**src/rtl/end_sequencer_if.sv**
```systemverilog
// end_sequencer_if
//   Groups the control and timeline signals exchanged between the game logic,
//   the End_timeline lookup table and the end-of-game sequencer.
//   Signals:
//     start        1-cycle request to (re)start the sequence
//     abort        force the sequencer back to idle
//     end_counter  step index presented to the End_timeline table
//     end_now      frame code returned by the table (combinational on end_counter)
//     frame_code   registered frame code for the display/sound stage
//     busy         high while the sequence is running
//     done         1-cycle pulse when the sequence finishes
//   Modports:
//     slave   sequencer view
//     master  game FSM / table / downstream view
interface end_sequencer_if;
  logic       start;
  logic       abort;
  logic [5:0] end_counter;
  logic [3:0] end_now;
  logic [3:0] frame_code;
  logic       busy;
  logic       done;

  modport slave (
    input  start, abort, end_now,
    output end_counter, frame_code, busy, done
  );

  modport master (
    output start, abort, end_now,
    input  end_counter, frame_code, busy, done
  );
endinterface

```
**src/rtl/end_sequencer.sv**
```systemverilog
// end_sequencer
//   Steps a 6-bit frame counter once every TICK_DIV clocks, presents it to the
//   End_timeline table, registers the returned frame code and pulses done when the
//   terminal code appears (or when the step limit is reached).
//   Ports:
//     clk    system clock
//     rst_n  asynchronous active-low reset
//     bus    end_sequencer_if.slave (start, abort, end_now in;
//            end_counter, frame_code, busy, done out)
//   All outputs come straight from registers.
module end_sequencer #(
  parameter int unsigned TICK_DIV = 10_000_000,
  parameter logic [3:0]  END_CODE = 4'd4,
  parameter logic [5:0]  MAX_STEP = 6'd63
) (
  input  logic           clk,
  input  logic           rst_n,
  end_sequencer_if.slave bus
);

  localparam int unsigned      PW       = $clog2(TICK_DIV);
  localparam logic [PW-1:0]    PRE_LAST = PW'(TICK_DIV - 32'd1);

  typedef enum logic [1:0] {
    ST_IDLE = 2'd0,
    ST_RUN  = 2'd1,
    ST_HOLD = 2'd2
  } state_t;

  state_t        state_r, state_nxt_s;
  logic [PW-1:0] pre_r, pre_nxt_s;
  logic [5:0]    cnt_r, cnt_nxt_s;
  logic [3:0]    fc_r, fc_nxt_s;
  logic          busy_r, busy_nxt_s;
  logic          done_r, done_nxt_s;
  logic          tick_s;
  logic          exit_s;

  // Last cycle of the current step, and the RUN termination condition.
  assign tick_s = (pre_r == PRE_LAST);
  assign exit_s = (bus.end_now == END_CODE) || ((cnt_r == MAX_STEP) && tick_s);

  // Next-state and next-output decode; abort takes priority over start everywhere.
  always_comb begin
    state_nxt_s = state_r;
    pre_nxt_s   = pre_r;
    cnt_nxt_s   = cnt_r;
    fc_nxt_s    = fc_r;
    busy_nxt_s  = 1'b0;
    done_nxt_s  = 1'b0;
    case (state_r)
      ST_IDLE: begin
        pre_nxt_s = '0;
        cnt_nxt_s = 6'd0;
        fc_nxt_s  = 4'd0;
        if (!bus.abort && bus.start) begin
          state_nxt_s = ST_RUN;
          busy_nxt_s  = 1'b1;
        end else begin
          state_nxt_s = ST_IDLE;
        end
      end
      ST_RUN: begin
        if (bus.abort) begin
          state_nxt_s = ST_IDLE;
          pre_nxt_s   = '0;
          cnt_nxt_s   = 6'd0;
          fc_nxt_s    = 4'd0;
        end else if (exit_s) begin
          // Counter freezes on the exit step; the last code is captured with done.
          state_nxt_s = ST_HOLD;
          pre_nxt_s   = '0;
          fc_nxt_s    = bus.end_now;
          done_nxt_s  = 1'b1;
        end else begin
          busy_nxt_s = 1'b1;
          fc_nxt_s   = bus.end_now;
          if (tick_s) begin
            pre_nxt_s = '0;
            // Saturate rather than wrap at the step limit.
            if (cnt_r != MAX_STEP) begin
              cnt_nxt_s = cnt_r + 6'd1;
            end else begin
              cnt_nxt_s = cnt_r;
            end
          end else begin
            pre_nxt_s = pre_r + PW'(1);
          end
        end
      end
      ST_HOLD: begin
        if (bus.abort) begin
          state_nxt_s = ST_IDLE;
          pre_nxt_s   = '0;
          cnt_nxt_s   = 6'd0;
          fc_nxt_s    = 4'd0;
        end else if (bus.start) begin
          // Restart from step 0 with a clean frame code.
          state_nxt_s = ST_RUN;
          busy_nxt_s  = 1'b1;
          pre_nxt_s   = '0;
          cnt_nxt_s   = 6'd0;
          fc_nxt_s    = 4'd0;
        end else begin
          state_nxt_s = ST_HOLD;
        end
      end
      default: begin
        state_nxt_s = ST_IDLE;
        pre_nxt_s   = '0;
        cnt_nxt_s   = 6'd0;
        fc_nxt_s    = 4'd0;
      end
    endcase
  end

  // State and output registers with asynchronous clear.
  always_ff @(posedge clk or negedge rst_n) begin
    if (!rst_n) begin
      state_r <= ST_IDLE;
      pre_r   <= '0;
      cnt_r   <= 6'd0;
      fc_r    <= 4'd0;
      busy_r  <= 1'b0;
      done_r  <= 1'b0;
    end else begin
      state_r <= state_nxt_s;
      pre_r   <= pre_nxt_s;
      cnt_r   <= cnt_nxt_s;
      fc_r    <= fc_nxt_s;
      busy_r  <= busy_nxt_s;
      done_r  <= done_nxt_s;
    end
  end

  assign bus.end_counter = cnt_r;
  assign bus.frame_code  = fc_r;
  assign bus.busy        = busy_r;
  assign bus.done        = done_r;

endmodule
```
**src/flat_wrapper.sv**
```systemverilog
// flat-port wrapper written by rule: the top's interface ports become plain ports
module end_sequencer_flat 
#(
  parameter int unsigned TICK_DIV = 10_000_000,
  parameter logic [3:0]  END_CODE = 4'd4,
  parameter logic [5:0]  MAX_STEP = 6'd63
)
  (clk, rst_n, bus_start, bus_abort, bus_end_now, bus_end_counter, bus_frame_code, bus_busy, bus_done);
  end_sequencer_if bus_i ();
  input  logic clk;
  input  logic rst_n;
  input wire logic [$bits(bus_i.start)-1:0] bus_start;
  input wire logic [$bits(bus_i.abort)-1:0] bus_abort;
  input wire logic [$bits(bus_i.end_now)-1:0] bus_end_now;
  output wire logic [$bits(bus_i.end_counter)-1:0] bus_end_counter;
  output wire logic [$bits(bus_i.frame_code)-1:0] bus_frame_code;
  output wire logic [$bits(bus_i.busy)-1:0] bus_busy;
  output wire logic [$bits(bus_i.done)-1:0] bus_done;
  assign bus_i.start = bus_start;
  assign bus_i.abort = bus_abort;
  assign bus_i.end_now = bus_end_now;
  assign bus_end_counter = bus_i.end_counter;
  assign bus_frame_code = bus_i.frame_code;
  assign bus_busy = bus_i.busy;
  assign bus_done = bus_i.done;
  end_sequencer #(.TICK_DIV(TICK_DIV), .END_CODE(END_CODE), .MAX_STEP(MAX_STEP)) u_core (.clk(clk), .rst_n(rst_n), .bus(bus_i));
endmodule
```
**config.mk**
```make
export PLATFORM = sky130hd
export DESIGN_NAME = end_sequencer_flat
export DESIGN_NICKNAME = d
export VERILOG_FILES = /design/src/rtl/end_sequencer_if.sv /design/src/rtl/end_sequencer.sv /design/src/flat_wrapper.sv
export SDC_FILE = /design/constraint.sdc
export NUM_CORES = 1
export LEC_CHECK = 0
export ABC_AREA = 1
export BUFFER_PORTS_ARGS = -buffer_cell sky130_fd_sc_hd__buf_2
export CORE_MARGIN = 4
export CORE_UTILIZATION = 55
export DETAILED_ROUTE_END_ITERATION = 8
export PLACE_DENSITY = 0.86
export RECOVER_POWER = 25
export SLEW_MARGIN = 20
export SYNTH_ARGS = -nofsm -noshare
export SYNTH_HDL_FRONTEND = slang
export SYNTH_SLANG_ARGS = --single-unit
```
**constraint.sdc**
```tcl
create_clock -name clk -period 3.2 [get_ports clk]
set_input_delay 0 -clock clk [delete_from_list [all_inputs] [get_ports clk]]
set_output_delay 0 -clock clk [all_outputs]
set_load 0.1 [all_outputs]
```
==> results.sh <==
export IMPL_cts_tree="yes"
export IMPL_die_w_um=72.0
export IMPL_critPathMaxFanout=38
export IMPL_drt_first_pass_iters=4
export IMPL_route_vias_total=2057
export IMPL_worstSetupPathType="in2async"
export IMPL_synth_top_area_share_pct=42.2
export IMPL_cts_max_level=2
export IMPL_root_buffer="clkbuf_8"
export IMPL_syn_to_final_growth_pct=14.2
export IMPL_syn_inst=302
export IMPL_vias_per_cell=5.41
export IMPL_rows=23
export IMPL_coreArea_um2=3970
export IMPL_crit_family="buffers and inverters"
export IMPL_min_period_ps=1990
export IMPL_antenna_found_initial=0
export IMPL_multi_input_area_um2=1130
export IMPL_drc_errors=0
export IMPL_synth_distinct_cells=28
export IMPL_skew_ps=4.38
export IMPL_grt_pass1_vias=1942
export IMPL_place_area_um2=2390
export IMPL_critPathBufInv=2
export IMPL_drtAntennaViolNets=0
export IMPL_slew_headroom_pct=-35.8
export IMPL_cp_cell_sequence="dlygate4sd3_1 -> clkbuf_1"
export IMPL_ir_drop_mv=0.286
export IMPL_setup_viol=0
export IMPL_fp_dieH_um=72.0
export IMPL_max_freq_ghz=0.502
export IMPL_hold_class="in2reg"
export IMPL_powerDensity_nw_per_um2=449
export IMPL_fin_area_um2=2580
export IMPL_critPathMaxStageDelay_ps=1450
export IMPL_violations="capacitance limit, slew limit"
export IMPL_critical_path_arrival_ps=1990
export IMPL_fill_cells=345
export IMPL_synth_cell_area_um2=2260
export IMPL_initial_core_util_pct=56.8
export IMPL_hold_buffers=5
export IMPL_cts_resized=0
export IMPL_required_ps=3200
export IMPL_clkSlewWorstSetupHoldPaths_ps=70
export IMPL_regArea_um2=951
export IMPL_status="finished, violations left"
export IMPL_final_net_count=339
export IMPL_io_buffers=19
export IMPL_rsz0062_at_grt="false"
export IMPL_synth_xor_area_share_pct=5.05
export IMPL_num_io_pins=20
export IMPL_die_area_um2=5190
export IMPL_clkSinkCount=38
export IMPL_hold_violations=0
export IMPL_yosysWarnings=0
export IMPL_grt_max_degree=39
export IMPL_synth_top_area_cell="dfrtp_1"
export IMPL_endpoint_kind="asynchronous set/reset pin"
export IMPL_final_setup_tns_ps=0
export IMPL_cts_buffers_inserted=5
export IMPL_gr_total_overflow=0
export IMPL_insertedDiodeCount=0
export IMPL_postSynthAreaPerCell_um2=7.47
export IMPL_cts_setup_buffers=0
export IMPL_drive_gt1_share_pct=13.3
export IMPL_post_place_ws_ps=1320
export IMPL_post_drt_wl_per_cell_um=12.9
export IMPL_cp_slowest_cell="clkbuf_1"
export IMPL_cts_buffer_depth=2
export IMPL_dp_hpwl_mm=3.27
export IMPL_drv_cap=1
export IMPL_synth_top_family_by_area="simple AND/OR/NAND/NOR gates"
export IMPL_grt_first_pass_wirelength_mm=8.82
export IMPL_insertion_delay_ps=290
export IMPL_report_final_slew_viol_count=39
export IMPL_timing_final_crit_share_pct=62.3
export IMPL_drt_iter0_markers=174
export IMPL_place_congestion=0.853
export IMPL_synth_mux_area_share_pct=0
export IMPL_finalWorstSetupSlack_ps=1210
export IMPL_ys_ff_latch=38
export IMPL_yosys_area_share_simple_pct=36.1
export IMPL_grtUsageTotal_pct=21.3
export IMPL_syn_num_nets=312
export IMPL_synthTopCellsByArea="dfrtp_1, nand2_1, nand3_1"
export IMPL_synth_seq_area_share_pct=42.2
export IMPL_worst_slew_pin_slew_ps=2040
export IMPL_yosys_area_share_adder_pct=1.11
export IMPL_power_leakage_nw=1.21
export IMPL_synth_compound_area_share_pct=7.82
export IMPL_startpoint_type="input pin"
export IMPL_routed_wl_mm=4.90
export IMPL_power_mw=1.16
layout make-up:
cell class                 count  share of cell area (%)
sequential                    38                    36.9
timing repair buffer          26                    6.07
inverter                      36                    5.25
multi-input combinational    222                    43.8
tap                           50                    2.43
clock buffer                   6                    3.21
clock inverter                 2                    2.33
state kept, by name, indices dropped and copies added, names as in the netlist:
| register | count |
|---|---|
| u_core.pre_r | 24 |
| u_core.bus.busy | 1 |
| u_core.bus.frame_code | 4 |
| u_core.bus.end_counter | 6 |
| u_core.bus.done | 1 |
| u_core.state_r | 2 |
path summary, 6_finish.rpt:
path	from	slack, ps	endpoint	cells after the start
max	rst_n	1210	u_core.bus.done	2
min	bus_start	20	u_core.bus.busy	3
max reg2reg	u_core.state_r[1]	1300	u_core.bus.end_counter[4]	9
min reg2reg	u_core.bus.frame_code[3]	480	u_core.bus.frame_code[3]	2
max in group clk	u_core.state_r[1]	1300	u_core.bus.end_counter[4]	9
min in group asynchronous	rst_n	830	u_core.pre_r[12]	2
per-layer routing:
| metal | GRT usage (%) | up-vias | wire (um) |
|---|---|---|---|
| met5 | 0 | - | 0 |
| met4 | 7.31 | 0 | 63 |
| met3 | 4.29 | 8 | 248 |
| met2 | 33.8 | 48 | 2360 |
| met1 | 29.1 | 976 | 2230 |
| li1 | - | 1025 | - |
power breakdown:
| group | switching, mW | internal, mW | total [mW] |
|---|---|---|---|
| clock | 0.174 | 0.333 | 0.507 |
| sequential | 0.0161 | 0.494 | 0.510 |
| combinational | 0.107 | 0.0311 | 0.138 |
| total | 0.298 | 0.858 | 1.16 |
cells in the mapped netlist:
cell,n
or2_4,1
xor2_1,8
ha_1,2
buf_2,3
nor2_4,4
a21oi_1,14
nand2_2,4
nand2_1,86
xnor2_1,5
nand3b_1,1
nand3_2,1
nand3_1,28
a21oi_2,1
nand2_4,3
o21ai_4,1
nand4_1,9
buf_6,1
o21ai_0,9
nor2_2,2
nor3_1,9
o21ai_1,6
nor2_1,25
dfrtp_1,38
inv_1,35
nor4_1,2
buf_4,2
a31oi_1,1
inv_2,1
cell usage in the layout (no fill, tap or decap), types with 3 or more instances in the layout:
cell type,Yosys,final
nand4_1,9,9
o21ai_0,9,9
nor2_4,4,4
dfrtp_1,38,38
nand2_4,3,3
nand3_1,28,28
nor2_1,25,25
clkbuf_1,0,3
nand2_1,86,86
dlygate4sd3_1,0,5
clkbuf_8,0,6
nand2_2,4,4
inv_1,35,35
xnor2_1,5,5
buf_2,3,16
nor3_1,9,9
o21ai_1,6,6
xor2_1,8,8
a21oi_1,14,14
through the flow:
| step | instances | util (%) | hold slack (ps) |
|---|---|---|---|
| finish | 380 | 64.9 | 21.8 |
| CTS | 380 | 65.0 | 17.5 |
| floorplan | 302 | - | -296 |
| global placement | 367 | 60.1 | 143 |
| detailed placement | 367 | 60.1 | 151 |
| global route | 380 | 64.9 | 45.3 |
tightest hold or removal path: cells and delay by family:
family | cells | cell delay, ps
buf+inv | 2 | 170
compound gates | 1 | 90
cell families (layout without fill, tap and decap cells):
| logic type | count (synthesis) | after routing |
|---|---|---|
| compound gates | 32 | 32 |
| xor+xnor | 13 | 13 |
| fa+ha+maj | 2 | 2 |
| buf+inv | 42 | 70 |
| flops | 38 | 38 |
| simple gates | 175 | 175 |
(Power assumes the default switching activity.)
